==> src/rtl/knight_rider_monitor.sv <==
// Receive-side checker for a one-hot LED sweep bar: tracks position/direction, counts bounces, flags protocol faults.
// Latency: a pattern stable before edge k is reflected on the outputs after edge k+2 (two sync flops, one decision stage).
// Backpressure: none; this block only observes the bus and never stalls the flasher.
module knight_rider_monitor #(
    parameter int N         = 10,
    parameter int W         = 4,
    parameter int CNT_W     = 16,
    parameter int STALL_MAX = 50000000
) (
    input  logic             Clock50,
    input  logic             Reset,
    input  logic [N-1:0]     LEDRArray,
    output logic [W-1:0]     Position,
    output logic             Valid,
    output logic             Direction,
    output logic             StepPulse,
    output logic [CNT_W-1:0] SweepCount,
    output logic             Stalled,
    output logic             Error,
    output logic [1:0]       ErrorCode
);
    localparam int              SC_W      = $clog2(STALL_MAX + 1);
    localparam logic [SC_W-1:0] STALL_LIM = SC_W'(STALL_MAX);
    localparam logic [W-1:0]    LAST_IDX  = W'(N - 1);

    localparam logic [1:0] EC_NONE  = 2'b00;
    localparam logic [1:0] EC_MULTI = 2'b01;
    localparam logic [1:0] EC_JUMP  = 2'b10;
    localparam logic [1:0] EC_REV   = 2'b11;

    typedef enum logic [1:0] {
        IDLE  = 2'd0,
        TRACK = 2'd1,
        FAULT = 2'd2
    } state_t;

    state_t            state_q, state_d;
    logic [N-1:0]      sync1_q, sync2_q, prev_q;
    logic [SC_W-1:0]   stall_cnt_q, stall_d;
    logic              dir_known_q, dk_d;

    logic [W-1:0]      pos_d;
    logic              dir_d, valid_d, step_d, stalled_d, err_d;
    logic [CNT_W-1:0]  sweep_d;
    logic [1:0]        code_d;

    logic              s_zero, s_onehot, s_multi, s_same;
    logic [W-1:0]      s_idx;
    logic [W:0]        idx_x, pos_x;
    logic              step_up, step_dn, new_dir;

    // Sample decode: lit-count class and the index of the (highest) lit LED.
    always_comb begin
        s_idx = '0;
        for (int i = 0; i < N; i++) begin
            if (sync2_q[i]) s_idx = W'(i);
        end
    end

    assign s_zero   = (sync2_q == '0);
    assign s_onehot = !s_zero && ((sync2_q & (sync2_q - N'(1))) == '0);
    assign s_multi  = !s_zero && !s_onehot;
    assign s_same   = (sync2_q == prev_q);

    // Neighbour test done one bit wider so Position+1 cannot wrap.
    assign idx_x    = {1'b0, s_idx};
    assign pos_x    = {1'b0, Position};
    assign step_up  = (idx_x == pos_x + (W+1)'(1));
    assign step_dn  = (pos_x == idx_x + (W+1)'(1));
    assign new_dir  = step_dn;

    always_comb begin
        state_d   = state_q;
        pos_d     = Position;
        dir_d     = Direction;
        dk_d      = dir_known_q;
        sweep_d   = SweepCount;
        stall_d   = stall_cnt_q;
        stalled_d = Stalled;
        step_d    = 1'b0;
        err_d     = Error;
        code_d    = ErrorCode;

        unique case (state_q)
            IDLE: begin
                stall_d   = '0;
                stalled_d = 1'b0;
                if (s_onehot) begin
                    state_d = TRACK;
                    pos_d   = s_idx;
                    dk_d    = 1'b0;
                end else if (s_multi) begin
                    state_d = FAULT;
                    err_d   = 1'b1;
                    code_d  = EC_MULTI;
                end
            end

            TRACK: begin
                if (s_same) begin
                    if (stall_cnt_q != STALL_LIM) stall_d = stall_cnt_q + SC_W'(1);
                    stalled_d = (stall_d == STALL_LIM);
                end else begin
                    stall_d   = '0;
                    stalled_d = 1'b0;
                    if (s_zero) begin
                        state_d = IDLE;
                    end else if (s_multi) begin
                        state_d = FAULT;
                        err_d   = 1'b1;
                        code_d  = EC_MULTI;
                    end else if (step_up || step_dn) begin
                        if (!dir_known_q || (new_dir == Direction)) begin
                            step_d = 1'b1;
                            pos_d  = s_idx;
                            dir_d  = new_dir;
                            dk_d   = 1'b1;
                        end else if ((Position == '0) || (Position == LAST_IDX)) begin
                            step_d = 1'b1;
                            pos_d  = s_idx;
                            dir_d  = new_dir;
                            dk_d   = 1'b1;
                            if (SweepCount != '1) sweep_d = SweepCount + CNT_W'(1);
                        end else begin
                            state_d = FAULT;
                            err_d   = 1'b1;
                            code_d  = EC_REV;
                        end
                    end else if (s_idx != Position) begin
                        // Includes the N-1 <-> 0 wrap: the bar is linear, not circular.
                        state_d = FAULT;
                        err_d   = 1'b1;
                        code_d  = EC_JUMP;
                    end
                end
            end

            FAULT: begin
                stall_d   = '0;
                stalled_d = 1'b0;
            end

            default: begin
                state_d = IDLE;
            end
        endcase

        valid_d = (state_d == TRACK);
    end

    always_ff @(posedge Clock50) begin
        if (Reset) begin
            state_q     <= IDLE;
            sync1_q     <= '0;
            sync2_q     <= '0;
            prev_q      <= '0;
            stall_cnt_q <= '0;
            dir_known_q <= 1'b0;
            Position    <= '0;
            Valid       <= 1'b0;
            Direction   <= 1'b0;
            StepPulse   <= 1'b0;
            SweepCount  <= '0;
            Stalled     <= 1'b0;
            Error       <= 1'b0;
            ErrorCode   <= EC_NONE;
        end else begin
            state_q     <= state_d;
            sync1_q     <= LEDRArray;
            sync2_q     <= sync1_q;
            prev_q      <= sync2_q;
            stall_cnt_q <= stall_d;
            dir_known_q <= dk_d;
            Position    <= pos_d;
            Valid       <= valid_d;
            Direction   <= dir_d;
            StepPulse   <= step_d;
            SweepCount  <= sweep_d;
            Stalled     <= stalled_d;
            Error       <= err_d;
            ErrorCode   <= code_d;
        end
    end

endmodule

==> config.mk <==
export PLATFORM = sky130hd
export DESIGN_NAME = knight_rider_monitor
export DESIGN_NICKNAME = d
export VERILOG_FILES = /design/src/rtl/knight_rider_monitor.sv
export SDC_FILE = /design/constraint.sdc
export NUM_CORES = 1
export LEC_CHECK = 0
export CAP_MARGIN = 0
export CORE_AREA = 2 2 117 119
export CTS_CLUSTER_SIZE = 24
export DETAILED_ROUTE_END_ITERATION = 10
export DIE_AREA = 0 0 119 121
export PLACE_DENSITY_LB_ADDON = 0.08
export SLEW_MARGIN = 20
export SYNTH_ARGS = -nofsm -noshare
export SYNTH_HDL_FRONTEND = slang
export SYNTH_SLANG_ARGS = --single-unit
==> constraint.sdc <==
create_clock -name Clock50 -period 8.35 [get_ports Clock50]
set_input_delay 0.835 -clock Clock50 [delete_from_list [all_inputs] [get_ports Clock50]]
set_output_delay 0.835 -clock Clock50 [all_outputs]
set_load 0.01 [all_outputs]
# After elaboration in Yosys (flattened, before gate mapping)
# Cells that the tools add are included.
# Widths: inputs -> output; s select.
# totals
register_bits	86
in_bits	12
output_inout_bits	27
word_cells	136
# op_classes
add_sub_neg	5
n_eq_ne	23
n_mux	66
n_bitwise	7
n_reduce_logical	21
# ops
operator	n
$mux 26	4
$mux 4	15
$pmux 26 s2	1
$mux 2	18
$add 26x1->26 const B	1
$eq 26x26->1 const B	1
$ne 26x26->1 const B	1
$mux 1	22
$logic_not 10->1	2
$add 16x1->16 const B	1
$ne 16x16->1 const B	1
$reduce_and 8->1	2
$ne 2x2->1 const B	7
$ne 4x4->1 const B	3
$add 4x1->5 const B	2
$and 10x10->10	1
$eq 10x10->1	1
$eq 4x5->1	2
$sub 10x1->10 const B	1
$pmux 4 s2	1
$reduce_and 7->1	1
$not 1->1	6
$pmux 1 s2	3
$pmux 2 s3	1
other kinds (16)	24

# Longest topological paths before layout
# logic_depth
ltp_word	20
ltp_mapped	15
depth_no_buf	13

# Least setup slack after synthesis
# Ideal clock, no wire load.
# synth_timing
path_type	reg-to-reg
from	register sync2_q[4]
to	register SweepCount[9]
setup_ns	0.070
t_arrival_ns	3.510
required_time_ns	8.280
path_slack_ns	4.769
path_stages_with_launch	15
n_path_buf	2
synth_period_minus_slack_ns	3.581
cell_sequence	dfxtp_1 -> clkbuf_1 -> nor2b_1 -> a211o_1 -> a21oi_1 -> or2_2 -> ha_1 -> xnor2_1 -> or3_1 -> a211oi_1 -> nor2_1 -> or4_1 -> clkbuf_2 -> or4_1 -> a21oi_1
# synth_via
elab_chain_len	12
elab_cells_between_ends	26
classes_between	2 x add/sub; 4 x eq/ne; 6 x mux; 5 x bitwise; 9 x reduce/logical
# synth_lines
element	line	source
start: declaration	38	logic [N-1:0] sync1_q, sync2_q, prev_q;
start signal: assignment	170	sync2_q <= sync1_q;
$mux 4 (6 in series)	56	if (sync2_q[i]) s_idx = W'(i);
$add 4x1->5	69	assign step_dn = (pos_x == idx_x + (W+1)'(1));
$eq 4x5->1	69	
$eq 1x1->1	113	if (!dir_known_q || (new_dir == Direction)) begin
$logic_or 1x1->1	113	
$not 1->1 (no line)	n/a	
$reduce_and 8->1 (no line) (*)	n/a	
end signal: assignment	178	SweepCount <= sweep_d;
end: declaration	17	output logic [CNT_W-1:0] SweepCount,
# Mark *: on every way between the ends. The rest lies on a longest branch, timed or not.
# A chain may end at the register's enable or synchronous reset.

# Final worst setup path
# Ends and elaborated chain as after synthesis.

==> results.md <==
* Outcome: finished, final reports clean
* Clock root cell: clkbuf_16
* Clock slew at reported path FFs at 0.07 ns
* CP Data Required Time at 8.62 ns
* Syn-to-layout area delta at 15.9%
* Chip Width at 119 µm
* DRT Pass-1 Iters at 4
* Cell taking the most area after synthesis: dfxtp_1
* Input/output buffers at 38
* Crit end category: flip-flop
* Crit start category: flip-flop
* Final core utilization at 40.2%
* Post-route ant nets at 0
* CTS tree: yes
* Sw Share at 28.8%
* Yosys reg bits at 86
* Postcts setup bufs at 0
* Buf/Inv on CP at 0
* Slew @ Worst Pin at 1.07 ns
* Library cells used by synthesis at 68
* Vias in the first global route at 3657
* Antenna violations before repair at 0
* Async set-reset flop share out of synthesis at 0%
* Worst-Skew Late Latency at 0.34 ns
* Syn_nets at 574
* RSZ-0062 raised after global routing: false
* Worst rel slew slack at 28.6%
* Post-synth EDFFs at 0
* Comb pwr share at 15.6%
* Worst min path class: reg2reg
* Max-cap violations at 0
* Avg Inst Size Synth at 8.18 µm²
* Internal power at 0.710 mW
* Reg power frac at 44.7%
* Vias at 3964
* Post-Syn Area at 0.00454 mm²
* Commonest non-fill, non-tap cell in the layout: dfxtp_1
* Final Hold Fails at 0
* Slew Limit Fails at 0
* Clock buffer depth at 2
* R2R depth at 12
* Initial drt markers at 245
* GPL Wtd Cong at 0.832
* Clock power frac at 39.7%
* Top cell family by delay on the critical path: simple AND/OR/NAND/NOR gates
* Lkg Pwr at 1.82 nW
* PostCTS Resize Cnt at 0
* Ant diodes at 0
* Total gr overflow at 0
* PwrDens at 190 mW/mm²
* P_sw at 0.287 mW
* Die Ht at 121 µm
* CTS H-Tree Depth at 3
* CP Class: reg2reg
* Final setup fails at 0
* Worst Skew at 0.00875 ns
* Cell Rows at 42
* Post-synth top area share at 37.9%
* Ranking of synthesized cells by area: dfxtp_1 (38%), nor2b_1 (4.8%), a21oi_1 (4.5%), nor2_1 (4.1%), xor2_1 (3.7%)
* Nets at 583
* Worst-path cell chain: nor2b_1 -> a211o_1 -> a21oi_1 -> or2_2 -> ha_1 -> xnor2_1 -> or3_1 -> a211oi_1 -> nor2_1 -> or4_1 -> or4_1 -> a21oi_1
* Setup_tns at 0 ns
* Ports at 39
* Crit path max fanout at 18
* Hold-fix buffers, CTS at 0
* Levels on crit path at 12
* Post-DP HPWL at 7.29 mm
* Worst path slowest cell: or4_1
* WHS Path Cells at 1
* Num CTS Buffers at 9
* First-pass GRT wire length at 18.4 mm
* Most frequent cells in the layout: dfxtp_1 (86), nor2_1 (50), a21oi_1 (41), clkdlybuf4s50_1 (37), nor2b_1 (35)
* Wire per inst at 14.3 µm
* Total track usage at 15.7%
* Core ar. at 0.0131 mm²
* Sink Count at 86
* YS warnings at 0
* Post-DR vias/cell at 5.32
* Area of the die at 0.0144 mm²
* Post-synthesis sequential area ratio at 37.9%
* Tcrit/Tclk final at 48.6%
* Largest net degree at the start of global routing at 81
* Post-Synthesis Cells at 555
* Worst vdd ir at 0.128 mV
* Routed WL at 10.6 mm
* Initial Utilization at 34.7%
* Final critical-path required period at 4.06 ns
* Ys flop type: dfxtp_1
* Layout cells sized above 1 at 6.15%
* Delay of the slowest critical-path stage at 0.76 ns
* DRC errors left at 0
* Fmax at 246 MHz
* Worst EP arrival at 4.33 ns
area by class of cell:
| cell class | instances | area, µm² |
|---|---|---|
| Fill cell | 1309 | 7820 |
| Multi-Input combinational cell | 412 | 2580 |
| Sequential cell | 86 | 1720 |
| Timing Repair Buffer | 40 | 390 |
| Clock buffer | 10 | 239 |
| Tap cell | 176 | 220 |
| Inverter | 15 | 56.3 |
| Clock inverter | 6 | 53.8 |
state kept, by name (all words and copies together) (netlist names), 2 cells and up:
name,cells
ErrorCode,2
state_q,2
Position,4
prev_q,10
sync1_q,10
sync2_q,10
stall_cnt_q,26
SweepCount,16
cell usage after synthesis, types with 6 or more instances:
library cell  instances
nor2_1               50
nand4_1               9
nor2b_1              35
nor3_1               13
a311oi_1              9
a211oi_1              6
xor2_1               19
a21oi_1              41
a31oi_1               8
nor4_1                9
ha_1                  7
clkbuf_1             34
o21ai_0              25
inv_1                15
or4_1                 9
dfxtp_1              86
nand2_1              34
and3_1                8
or3_1                10
xnor2_1               8
o31ai_1               7
nand3_1              32
per-stage QoR:
| step | hold slack, ns | cells | power, mW | setup WS (ns) | cell area [µm²] |
|---|---|---|---|---|---|
| CTS | 0.437 | 745 | 1.01 | 4.28 | 5260 |
| floorplan | 0.414 | 555 | 0.565 | 4.77 | 4540 |
| finish | 0.436 | 745 | 0.997 | 4.29 | 5260 |
| global placement | 0.426 | 729 | 0.612 | 4.46 | 4970 |
| global route | 0.459 | 745 | 1.05 | 3.93 | 5260 |
| detailed placement | 0.420 | 729 | 0.611 | 4.32 | 4970 |
kinds of logic after synthesis:
logic type | count (synthesis) | synth area share, %
mux | 7 | 1.68
compound gates | 127 | 18.1
xor+xnor | 28 | 5.71
simple gates | 241 | 28.9
flops | 86 | 37.9
buf+inv | 57 | 5.24
fa+ha+maj | 9 | 2.37
worst paths after layout:
path	from	to	slack (ns)
worst max-delay path	sync2_q[4]$_SDFF_PP0_	SweepCount[9]$_SDFFE_PP0P_	4.29
worst min-delay path	sync1_q[7]$_SDFF_PP0_	sync2_q[7]$_SDFF_PP0_	0.44
worst max register to register	sync2_q[4]$_SDFF_PP0_	SweepCount[9]$_SDFFE_PP0P_	4.29
worst min register to register	sync1_q[7]$_SDFF_PP0_	sync2_q[7]$_SDFF_PP0_	0.44
metal layers:
layer  part of all wire, %  routed length, µm  vias up  global-route usage [%]
met5                     0                  0        -                       0
met4                   1.0                108        0                    5.58
met3                   3.6                385        7                    3.15
met2                    46               4870       63                    25.3
met1                    50               5270     1876                    21.0
li1                      -                  -     2018                       -
power by group through the flow:
stage | logic (mW) | clock network, mW | registers (mW)
after floorplan | 0.118 | 0 | 0.447
after global placement | 0.158 | 0 | 0.454
after detailed placement | 0.156 | 0 | 0.455
after CTS | 0.157 | 0.410 | 0.445
after global routing | 0.174 | 0.430 | 0.449
final | 0.156 | 0.396 | 0.446
(Power assumes the default switching activity.)
